File: src/rtl/imem_loader_if.sv
// Byte-stream handshake and instruction-memory write port shared by the
// program source (master) and imem_loader (slave).
interface imem_loader_if #(
  parameter int unsigned WIDTH      = 32,
  parameter int unsigned ADDR_WIDTH = 32
);
  logic                  byte_valid;
  logic [7:0]            byte_data;
  logic                  byte_ready;
  logic                  wr_en;
  logic [ADDR_WIDTH-1:0] wr_addr;
  logic [WIDTH-1:0]      wr_data;

  modport master (
    output byte_valid, byte_data,
    input  byte_ready, wr_en, wr_addr, wr_data
  );

  modport slave (
    input  byte_valid, byte_data,
    output byte_ready, wr_en, wr_addr, wr_data
  );
endinterface

File: src/rtl/imem_loader.sv
// Loads a counted, checksummed byte stream into instruction memory as
// little-endian words and releases the CPU reset once the load verifies.
module imem_loader #(
  parameter int unsigned           WIDTH       = 32,
  parameter int unsigned           ADDR_WIDTH  = 32,
  parameter logic [ADDR_WIDTH-1:0] BASE_ADDR   = '0,
  parameter int unsigned           DEPTH_WORDS = 1024
) (
  input  logic         clk,
  input  logic         rst,
  imem_loader_if.slave bus,
  output logic         cpu_rst,
  output logic         done,
  output logic         err
);

  typedef enum logic [2:0] {
    HDR0, HDR1, DATA, WRITE, CHK, DONE, ERR
  } state_t;

  state_t                state_q, state_d;
  logic [7:0]            cnt_lo_q;
  logic [15:0]           n_q;
  logic [15:0]           word_cnt_q;
  logic [1:0]            idx_q;
  logic [7:0]            chk_q;
  logic                  byte_ready_q;
  logic                  wr_en_q;
  logic [ADDR_WIDTH-1:0] wr_addr_q;
  logic [WIDTH-1:0]      wr_data_q;
  logic                  xfer;
  logic [15:0]           n_hdr;

  assign xfer  = bus.byte_valid & byte_ready_q;
  assign n_hdr = {bus.byte_data, cnt_lo_q};

  assign bus.byte_ready = byte_ready_q;
  assign bus.wr_en      = wr_en_q;
  assign bus.wr_addr    = wr_addr_q;
  assign bus.wr_data    = wr_data_q;

  always_comb begin
    state_d = state_q;
    unique case (state_q)
      HDR0: if (xfer) state_d = HDR1;
      HDR1: begin
        if (xfer) begin
          if (32'(n_hdr) > DEPTH_WORDS) state_d = ERR;
          else if (n_hdr == 16'd0)      state_d = CHK;
          else                          state_d = DATA;
        end
      end
      DATA:  if (xfer && idx_q == 2'd3) state_d = WRITE;
      WRITE: state_d = ((word_cnt_q + 16'd1) == n_q) ? CHK : DATA;
      CHK: begin
        if (xfer) state_d = (bus.byte_data == chk_q) ? DONE : ERR;
      end
      DONE:    state_d = DONE;
      ERR:     state_d = ERR;
      default: state_d = HDR0;
    endcase
  end

  // Status outputs are registered from the next state so they line up
  // with the state they describe, keeping byte_ready free of any path
  // from byte_valid.
  always_ff @(posedge clk) begin
    if (!rst) begin
      state_q      <= HDR0;
      byte_ready_q <= 1'b0;
      wr_en_q      <= 1'b0;
      wr_addr_q    <= BASE_ADDR;
      wr_data_q    <= '0;
      cpu_rst      <= 1'b1;
      done         <= 1'b0;
      err          <= 1'b0;
      cnt_lo_q     <= '0;
      n_q          <= '0;
      word_cnt_q   <= '0;
      idx_q        <= '0;
      chk_q        <= '0;
    end else begin
      state_q      <= state_d;
      byte_ready_q <= state_d inside {HDR0, HDR1, DATA, CHK};
      wr_en_q      <= (state_d == WRITE);
      cpu_rst      <= (state_d != DONE);
      done         <= (state_d == DONE);
      err          <= (state_d == ERR);

      if (xfer) begin
        unique case (state_q)
          HDR0: cnt_lo_q <= bus.byte_data;
          HDR1: n_q      <= n_hdr;
          DATA: begin
            wr_data_q[{idx_q, 3'b000} +: 8] <= bus.byte_data;
            chk_q <= chk_q ^ bus.byte_data;
            idx_q <= idx_q + 2'd1;
          end
          default: ;
        endcase
      end

      if (state_q == WRITE) begin
        wr_addr_q  <= wr_addr_q + ADDR_WIDTH'(4);
        word_cnt_q <= word_cnt_q + 16'd1;
      end
    end
  end

endmodule

File: src/flat_wrapper.sv
// flat-port wrapper written by rule: the top's interface ports become plain ports
module imem_loader_flat 
#(
  parameter int unsigned           WIDTH       = 32,
  parameter int unsigned           ADDR_WIDTH  = 32,
  parameter logic [ADDR_WIDTH-1:0] BASE_ADDR   = '0,
  parameter int unsigned           DEPTH_WORDS = 1024
)
  (clk, rst, cpu_rst, done, err, bus_byte_valid, bus_byte_data, bus_byte_ready, bus_wr_en, bus_wr_addr, bus_wr_data);
  imem_loader_if #(.WIDTH(WIDTH), .ADDR_WIDTH(ADDR_WIDTH)) bus_i ();
  input  logic clk;
  input  logic rst;
  output logic cpu_rst;
  output logic done;
  output logic err;
  input wire logic [$bits(bus_i.byte_valid)-1:0] bus_byte_valid;
  input wire logic [$bits(bus_i.byte_data)-1:0] bus_byte_data;
  output wire logic [$bits(bus_i.byte_ready)-1:0] bus_byte_ready;
  output wire logic [$bits(bus_i.wr_en)-1:0] bus_wr_en;
  output wire logic [$bits(bus_i.wr_addr)-1:0] bus_wr_addr;
  output wire logic [$bits(bus_i.wr_data)-1:0] bus_wr_data;
  assign bus_i.byte_valid = bus_byte_valid;
  assign bus_i.byte_data = bus_byte_data;
  assign bus_byte_ready = bus_i.byte_ready;
  assign bus_wr_en = bus_i.wr_en;
  assign bus_wr_addr = bus_i.wr_addr;
  assign bus_wr_data = bus_i.wr_data;
  imem_loader #(.WIDTH(WIDTH), .ADDR_WIDTH(ADDR_WIDTH), .BASE_ADDR(BASE_ADDR), .DEPTH_WORDS(DEPTH_WORDS)) u_core (.clk(clk), .rst(rst), .bus(bus_i), .cpu_rst(cpu_rst), .done(done), .err(err));
endmodule
File: config.mk
export PLATFORM = sky130hd
export DESIGN_NAME = imem_loader_flat
export DESIGN_NICKNAME = d
export VERILOG_FILES = /design/src/rtl/imem_loader_if.sv /design/src/rtl/imem_loader.sv /design/src/flat_wrapper.sv
export SDC_FILE = /design/constraint.sdc
export NUM_CORES = 1
export LEC_CHECK = 0
export ABC_AREA = 1
export CAP_MARGIN = 10
export CORE_UTILIZATION = 45
export CTS_CLUSTER_DIAMETER = 50
export DETAILED_ROUTE_END_ITERATION = 12
export GPL_TIMING_DRIVEN = 0
export HOLD_SLACK_MARGIN = 0.02
export PLACE_DENSITY = 0.68
export SYNTH_ARGS = -nofsm -noshare
export SYNTH_HDL_FRONTEND = slang
export SYNTH_SLANG_ARGS = --single-unit
File: constraint.sdc
create_clock -name clk -period 2.5 [get_ports clk]
set_input_delay 0.75 -clock clk [delete_from_list [all_inputs] [get_ports clk]]
set_output_delay 0.75 -clock clk [all_outputs]
set_load 0.01 [all_outputs]
After elaboration in Yosys (flattened, before gate mapping)
Cells that the tools add are included.
Word-level totals
  memories kept: 0
  memory bits (writable): 0
  bits in read-only memories: 0
  bits in latches: 0
  bits in registers: 122
  output and inout bits: 69
  input port bits: 11
  word-level logic and storage cells: 56
Operators by class
  $mul: 0
  eq/ne operators: 16
  div/mod/pow operators: 0
  shift operators: 2
  muxes and demuxes: 10
  reductions and logical operators: 8
  add/subtract/negate cells: 4
  magnitude comparators: 1
  bitwise gates (word level): 2
Operator list (count)
  adder 32 x 3 -> 32 bit, second input constant: 1
  bitwise mux 32 bit: 1
  variable shift 8 x 7 -> 32 bit, first input constant: 1
  indexed part select 8 x 7 -> 32 bit: 1
  two-way mux 3 bit: 7
  one-hot mux 3 bit (7 select lines): 1
  == test 3 bit, second input constant: 6
  adder 16 x 1 -> 16 bit, second input constant: 1
  == test 16 bit: 1
  > comparator 16 x 11 -> 1 bit, second input constant: 1
  zero test 16 bit: 1
  == test 3 x 2 -> 1 bit, second input constant: 4
  == test 8 bit: 1
  XOR 8 bit: 1
  negator 5 -> 7 bit: 1
  == test 3 x 1 -> 1 bit, second input constant: 2
  zero test 3 bit: 2
  AND reduction 2 bit: 3
  nonzero test 4 bit: 1
  != test 3 bit, second input constant: 1
  adder 2 x 1 -> 2 bit, second input constant: 1
  == test 2 bit, second input constant: 1
  two-way mux 2 bit: 1
  AND 1 bit: 1
  logical AND 1 bit: 1

Longest topological paths before layout
Gate-level depths: netlist of run 1.
  depth in word-level cells: 7
  mapped depth: 17
  gate-level depth less buffers: 17

Worst setup path after synthesis of run 1
No wires, ideal clock.
  path kind: reg-to-reg
  start: register u_core.idx_q[0]
  end: register u_core.wr_data_q[0] (netlist: u_core.bus.wr_data[0])
  clock period less this slack: 1.984 ns
  arrival time: 1.914 ns
  data required time: 2.430 ns
  stages on the path, launching flop included: 7
  buffers on the path: 1
  path slack: 0.516 ns
  library setup time: 0.070 ns
  path through: dfxtp_1 > clkbuf_1 > inv_1 > ha_1 > nor3b_1 > nand2_1 > a21oi_1
On the way
  cells in the longest elaborated chain, start to end: 3
  elaborated cells between the ends (all ways): 4
  those cells by class: add/sub: 1; shift: 2; mux: 1
Ends and longest elaborated chain
  start: declaration: RTL line imem_loader.sv:25  | logic [1:0] idx_q;
  start signal: assignment: RTL line imem_loader.sv:97  | idx_q <= idx_q + 2'd1;
  negator 5 -> 7 bit *: RTL line imem_loader.sv:95  | wr_data_q[{idx_q, 3'b000} +: 8] <= bus.byte_data;
  indexed part select 8 x 7 -> 32 bit / variable shift 8 x 7 -> 32 bit (equally long branches): RTL line imem_loader.sv:95
  bitwise mux 32 bit *: RTL line imem_loader.sv:95
  end signal: indexed assignment: RTL line imem_loader.sv:95
  end: declaration: RTL line imem_loader.sv:30  | logic [WIDTH-1:0] wr_data_q;
Mark *: on every way between the ends. The rest lies on a longest branch, timed or not.
A chain may end at the register's enable or synchronous reset.

Worst setup path after layout of run 1
  start: input port bus_byte_valid
  end: register u_core.wr_data_q[7] (netlist: u_core.bus.wr_data[7])
On the way
  cells in the longest elaborated chain, start to end: 2
Ends and longest elaborated chain
  start: declaration: RTL line flat_wrapper.sv:16  | input wire logic [$bits(bus_i.byte_valid)-1:0] bus_byte_valid;
  AND 1 bit: RTL line imem_loader.sv:34  | assign xfer = bus.byte_valid & byte_ready_q;
  AND reduction 2 bit (no source line)
No other way between the ends.

==> metrics, run 1 <==
Tot GR Track Use=24.4%; clk root buf=clkbuf_16; CP Cell Sequence=clkdlybuf4s50_1, nand2_1, nor2_1, nand2_1, nor2_1, clkbuf_1, o21ai_0, a21oi_1; Slew Viols, Final=0; most common cell after layout, fill and taps aside=nand2_1; required time of the critical path=2850 ps; routability cong.=0.872; clock skew=9.80 ps; die height=116 µm; Max IR drop VDD=0.476 mV; leakage power=3.06 nW; Most used DFF post-synth=dfxtp_1; Pwr Density=620 nW/µm²; cts hold-fix bufs=0; drt first pass iters=5; I/O pin cnt=80; sequential-to-total area share from yosys stat=40.9%; GRT Residual Overflow=0; Area contributors post-synth=dfxtp_1, nand2_1, inv_1; cell row count=41; Ys Warns=0; Worst-Margin Slew=649 ps; H-tree depth=4; Die Area=13500 µm²; Clock Latency Late Sink=420 ps; flop and latch count out of synthesis=120; WS Path Type=in -> reg; fin crit period=2300 ps; f_max=0.435 GHz; syn avg cell area=6.99 µm²; Sink Count=120; synthesized area=5870 µm²; Nets=949; CP peak stage delay=490 ps; Final setup viols=0; routed vias=5635; DPL Wire Length=11100 µm; die width=116 µm; initial core utilization=46.3%; vias in the first global route=5178; fin area=7400 µm²; area delta synth->final=26.1%; critical path arrival=2650 ps; pin count of the biggest net entering global routing=17; clk buf depth=2; clock buffer count from CTS=17; Max-Cap Viols=0; Reg clk slew, reported paths=50 ps; RSZ-0062 raised after global routing=yes; fraction of layout instances using a drive strength above 1=6.05%; initial antenna violation count=0; diode count=0; Iter 0 DRT Violations=356; post-synth top area share=40.9%; first-pass GRT wire length=25300 µm; CP Capture Type=flop; placed inst area=6810 µm²; wire length per cell=13.8 µm; Core Region=12700 µm²; CP max FO=10; outcome=completed; fin crit share=91.9%; cell count after synthesis=839; number of synthesized flops with an enable pin=0; Yosys top cell by area=dfxtp_1; postcts setup bufs=0; ys async rst share=0%; number of hold violations in the final report=0; WHS=463 ps; Post-DRT Antenna Nets=0; Startpoint Class=input pin; CTS tree=done; Unique masters post-synth=40; drt total wl=15400 µm; HP Class=reg -> reg; Via density=5.06; CP max-delay cell=clkdlybuf4s50_1; Fillers=1275; I/O Buffers=72; Slew headroom=56.8%; commonest non-fill, non-tap cells in the layout=nand2_1, dfxtp_1, inv_1; DRC=0
-- through the flow --
step                power, mW  setup slack, ps  utilization (%)  std cells  TNS (ps)
detailed placement       2.22             -188             53.7       1084     -4070
finish                   4.59              204             58.4       1114         0
global placement         2.21             -184             53.7       1084     -4360
global route             4.73            -26.7             58.4       1114     -59.4
floorplan                2.14              516                -        840         0
CTS                      4.61             44.6             58.4       1114         0
-- cells by family (layout without fill, tap and decap cells) --
logic type,count (synthesis),in the layout,synth area share (%)
adder cells (fa/ha/maj),7,7,1.49
AO/OA/AOI/OAI,182,182,16.4
AND/OR/NAND/NOR,360,360,28.2
buffers and inverters,150,252,9.85
flip-flops,120,120,40.9
XOR/XNOR,19,19,3.07
other,1,2,0.0639
-- power breakdown --
part	switching, mW	total, mW	internal (mW)	leakage, nW
logic	0.148	0.219	0.0707	1.81
registers	0.0206	1.96	1.94	0.969
clock network	0.854	2.41	1.56	0.281
-- critical path, delay by kind of cell --
| family | cells | cell delay (ps) |
|---|---|---|
| buf+inv | 2 | 860 |
| simple gates | 4 | 770 |
| compound gates | 2 | 270 |
-- state kept, by name, summed over array words and instances, names as in the netlist --
register               cells
u_core.cnt_lo_q            8
u_core.err                 1
u_core.n_q                16
u_core.cpu_rst             1
u_core.state_q             3
u_core.bus.wr_data        32
u_core.bus.wr_en           1
u_core.done                1
u_core.idx_q               2
u_core.bus.byte_ready      1
u_core.word_cnt_q         16
u_core.chk_q               8
u_core.bus.wr_addr        30
-- final timing paths --
| path | from | end | slack [ps] | cells after the start |
|---|---|---|---|---|
| hold / removal | u_core.bus.wr_data[29] | u_core.bus.wr_data[29] | 460 | 2 |
| setup reg to reg | u_core.idx_q[0] | u_core.bus.wr_data[11] | 230 | 7 |
| hold reg to reg | u_core.bus.wr_data[29] | u_core.bus.wr_data[29] | 460 | 2 |
| setup / recovery | bus_byte_valid | u_core.bus.wr_data[7] | 200 | 8 |
-- cells in the mapped netlist, types with 2 or more instances --
library cell and number:
inv_1 114, nand3_2 2, nand4_1 20, nand3b_1 7, nand2_1 143, buf_4 2
clkbuf_1 29, xnor2_1 4, nor3_1 16, ha_1 7, a21oi_1 85, nor2_2 6
dfxtp_1 120, nand2_2 3, o211ai_1 7, o21ai_0 82, o221a_2 2, nor2_1 94
xor2_1 14, nor4_1 4, nand3_1 54, nor2_4 4, o21a_1 2, buf_1 2
-- final cells by class --
class                   instances  area (µm²)  share of cell area [%]
multi-input cells             570        2900                    39.2
flip-flops and latches        120        2400                    32.5
repair buffers                 72         721                    9.74
clock buffers                  23         488                    6.59
inverters                     116         435                    5.88
well taps                     172         215                    2.91
plain buffers                  34         143                    1.93
clock inverters                 7        93.8                    1.27
-- routing by layer --
layer  track usage, %  up-vias  share of wire (%)
li1                 -     2917                  -
met1             31.5     2541                 47
met2             40.2      150                 47
met3             4.72       27                4.9
met4             9.74        0                1.8
met5                0        -                  0
-- repair_timing --
action	in CTS	in global routing
setup endpoints to repair	5	8
pin swaps	0	0
gates resized for setup	1	1
Note: power is estimated with default switching activity, not from simulation.
==> inputs of run 2 (changes only) <==
Clock period 2.5 ns to 2.19 ns, I/O delays scaled along.
==> run 2 against run 1 <==
  * Worst setup slack worse by 100 ps
  * Clock power is 14% higher
  * Die area stayed put
  * Clock skew is 0.66 ps lower
  * Combinational power is 16% higher
  * Via count is 0.11% higher
  * Critical path depth is 7 lower
  * Highest routed layer unchanged
  * Cell area is 1.5% higher
  * Total power is 14% higher
  * Worst hold slack hardly changed
  * Clock-buffer cell count stayed put
  * Core utilization is 0.87 points higher
==> metrics, run 2 (synthesized netlist as in run 1, its figures left out) <==
Die Area=13500 µm²; Worst Path Buf+Inv=1; max reg flops=32; first-pass GRT wire length=25300 µm; diode count=0; Startpoint Class=flop; drt first pass iters=5; Reg-to-Reg End=u_core.bus.wr_data[19]; number of hold violations in the final report=0; fraction of layout instances using a drive strength above 1=8.70%; Comb pwr share=4.8%; commonest non-fill, non-tap cells in the layout=nand2_1, inv_1, dfxtp_1; R2R Setup Slk=130 ps; most common cell after layout, fill and taps aside=nand2_1; I/O pin cnt=80; I/O Buffers=72; Via density=5.06; switching pwr=1.17 mW; critical path arrival=1430 ps; Pwr Density=699 nW/µm²; die height=116 µm; routed vias=5641; Sink Count=120; Final setup viols=0; Flop pwr share=42.7%; P_int=4.07 mW; cell row count=41; GRT Residual Overflow=0; Worst Setup SP=u_core.bus.wr_addr[21]; FF-to-FF path depth=7; clock buffer count from CTS=17; fin crit period=2090 ps; CP Cell Sequence=clkdlybuf4s50_1; Slew headroom=56.5%; leakage power=3.14 nW; H-tree depth=4; wire length per cell=13.9 µm; Clock Latency Late Sink=430 ps; Core Region=12700 µm²; Post-DRT Antenna Nets=0; clk root buf=clkbuf_16; CP max-delay cell=clkdlybuf4s50_1; drt total wl=15500 µm; Clk network pwr share=52.5%; Reg clk slew, reported paths=50 ps; f_max=0.479 GHz; Max IR drop VDD=0.547 mV; clock skew=9.13 ps; CP Capture Type=output port; CP peak stage delay=580 ps; Tot GR Track Use=24.4%; Top Usage Layer GRT=met2; fin crit share=95.4%; Slew Viols, Final=0; vias in the first global route=5178; RSZ-0062 raised after global routing=yes; area delta synth->final=28.0%; Worst-Margin Slew=653 ps; GR Util met1=31.5%; die width=116 µm; WP depth=1; dpl ws=-405 ps; DRC=0; Worst setup endpoint=bus_wr_addr[21]; pin count of the biggest net entering global routing=17; CP top delay family=buffers and inverters; switch share=22.3%; initial core utilization=46.3%; clk buf depth=2; Hold Path Origin=u_core.bus.wr_data[29]; CP max FO=5; met3 usage=4.72%; DPL Wire Length=11100 µm; required time of the critical path=1530 ps; GRT met2 Usage=40.2%; post-layout util=59.3%; routability cong.=0.872; CTS tree=done; HP Class=reg -> reg; outcome=completed; Iter 0 DRT Violations=348; final worst slack=101 ps; Reg-to-Reg Start=u_core.idx_q[0]; initial antenna violation count=0; WS Path Type=reg -> out; Nets=950; Max-Cap Viols=0
-- run 2: cell count changes in the layout (fill, tap and decap cells not counted), sizes merged --
cell | before | now
clkdlybuf4s50 | 72 | 69
clkbuf | 52 | 51
buf | 5 | 7
dlymetal6s2s | 0 | 3
-- run 2: cell type report --
| type | count | area [µm²] |
|---|---|---|
| inverter | 116 | 435 |
| clock buffer | 23 | 488 |
| clock inverter | 7 | 93.8 |
| tap | 172 | 215 |
| sequential | 120 | 2410 |
| buffer | 33 | 148 |
| timing repair buffer | 74 | 743 |
| fill | 1267 | 5160 |
| multi-input combinational | 570 | 2970 |
-- run 2: worst min path at each step --
stage | endpoint | slack, ps | depth (start not counted)
detailed placement | u_core.bus.wr_data[25] | 460 | 2
floorplan | u_core.n_q[3] | 440 | 2
global placement | u_core.bus.wr_data[25] | 450 | 2
finish | u_core.bus.wr_data[29] | 460 | 2
global route | u_core.bus.wr_data[28] | 480 | 2
CTS | u_core.bus.wr_data[25] | 470 | 2
-- run 2: routing by layer --
metal / vias up / share of wire, %
li1: 2923 / -
met1: 2533 / 46
met2: 159 / 46
met3: 26 / 5.3
met4: 0 / 1.8
met5: - / 0
-- run 2: power groups by stage --
| stage | registers, mW | clock network [mW] | logic [mW] |
|---|---|---|---|
| 5_1_grt | 2.24 | 2.87 | 0.283 |
| 3_5_place_dp | 2.29 | 0 | 0.247 |
| 4_1_cts | 2.24 | 2.77 | 0.250 |
| 3_3_place_gp | 2.28 | 0 | 0.243 |
| 2_1_floorplan | 2.28 | 0 | 0.163 |
| 6_report | 2.24 | 2.75 | 0.254 |
-- run 2: worst min-delay path, stage by stage, from the launching register on --
cell	delay, ps
dfxtp_1	300
nand2_1	60
a21oi_1	60
-- run 2: metrics by stage --
stage	TNS (ps)	cells	area, µm²	hold slack (ps)	total power, mW
6_report	0	1115	7510	463	5.25
3_3_place_gp	-18120	1084	6810	454	2.53
5_1_grt	-88.1	1115	7510	485	5.40
4_1_cts	0	1114	7410	466	5.26
3_5_place_dp	-18320	1084	6810	458	2.53
2_1_floorplan	0	840	5870	440	2.44
-- run 2: what timing repair did --
action / 4_1_cts / 5_1_grt
pin swaps: 0 / 3
endpoints found under the setup margin: 18 / 59
hold buffers: 0 / 0
setup buffers: 0 / 2
resized for setup: 5 / 36
==> inputs of run 3 (changes only) <==
Settings changed: CAP_MARGIN 10 to 20, GPL_ROUTABILITY_DRIVEN set to 0.
==> results of run 3 <==
No change in the layout: final DEF, timing and power equal those of run 2.
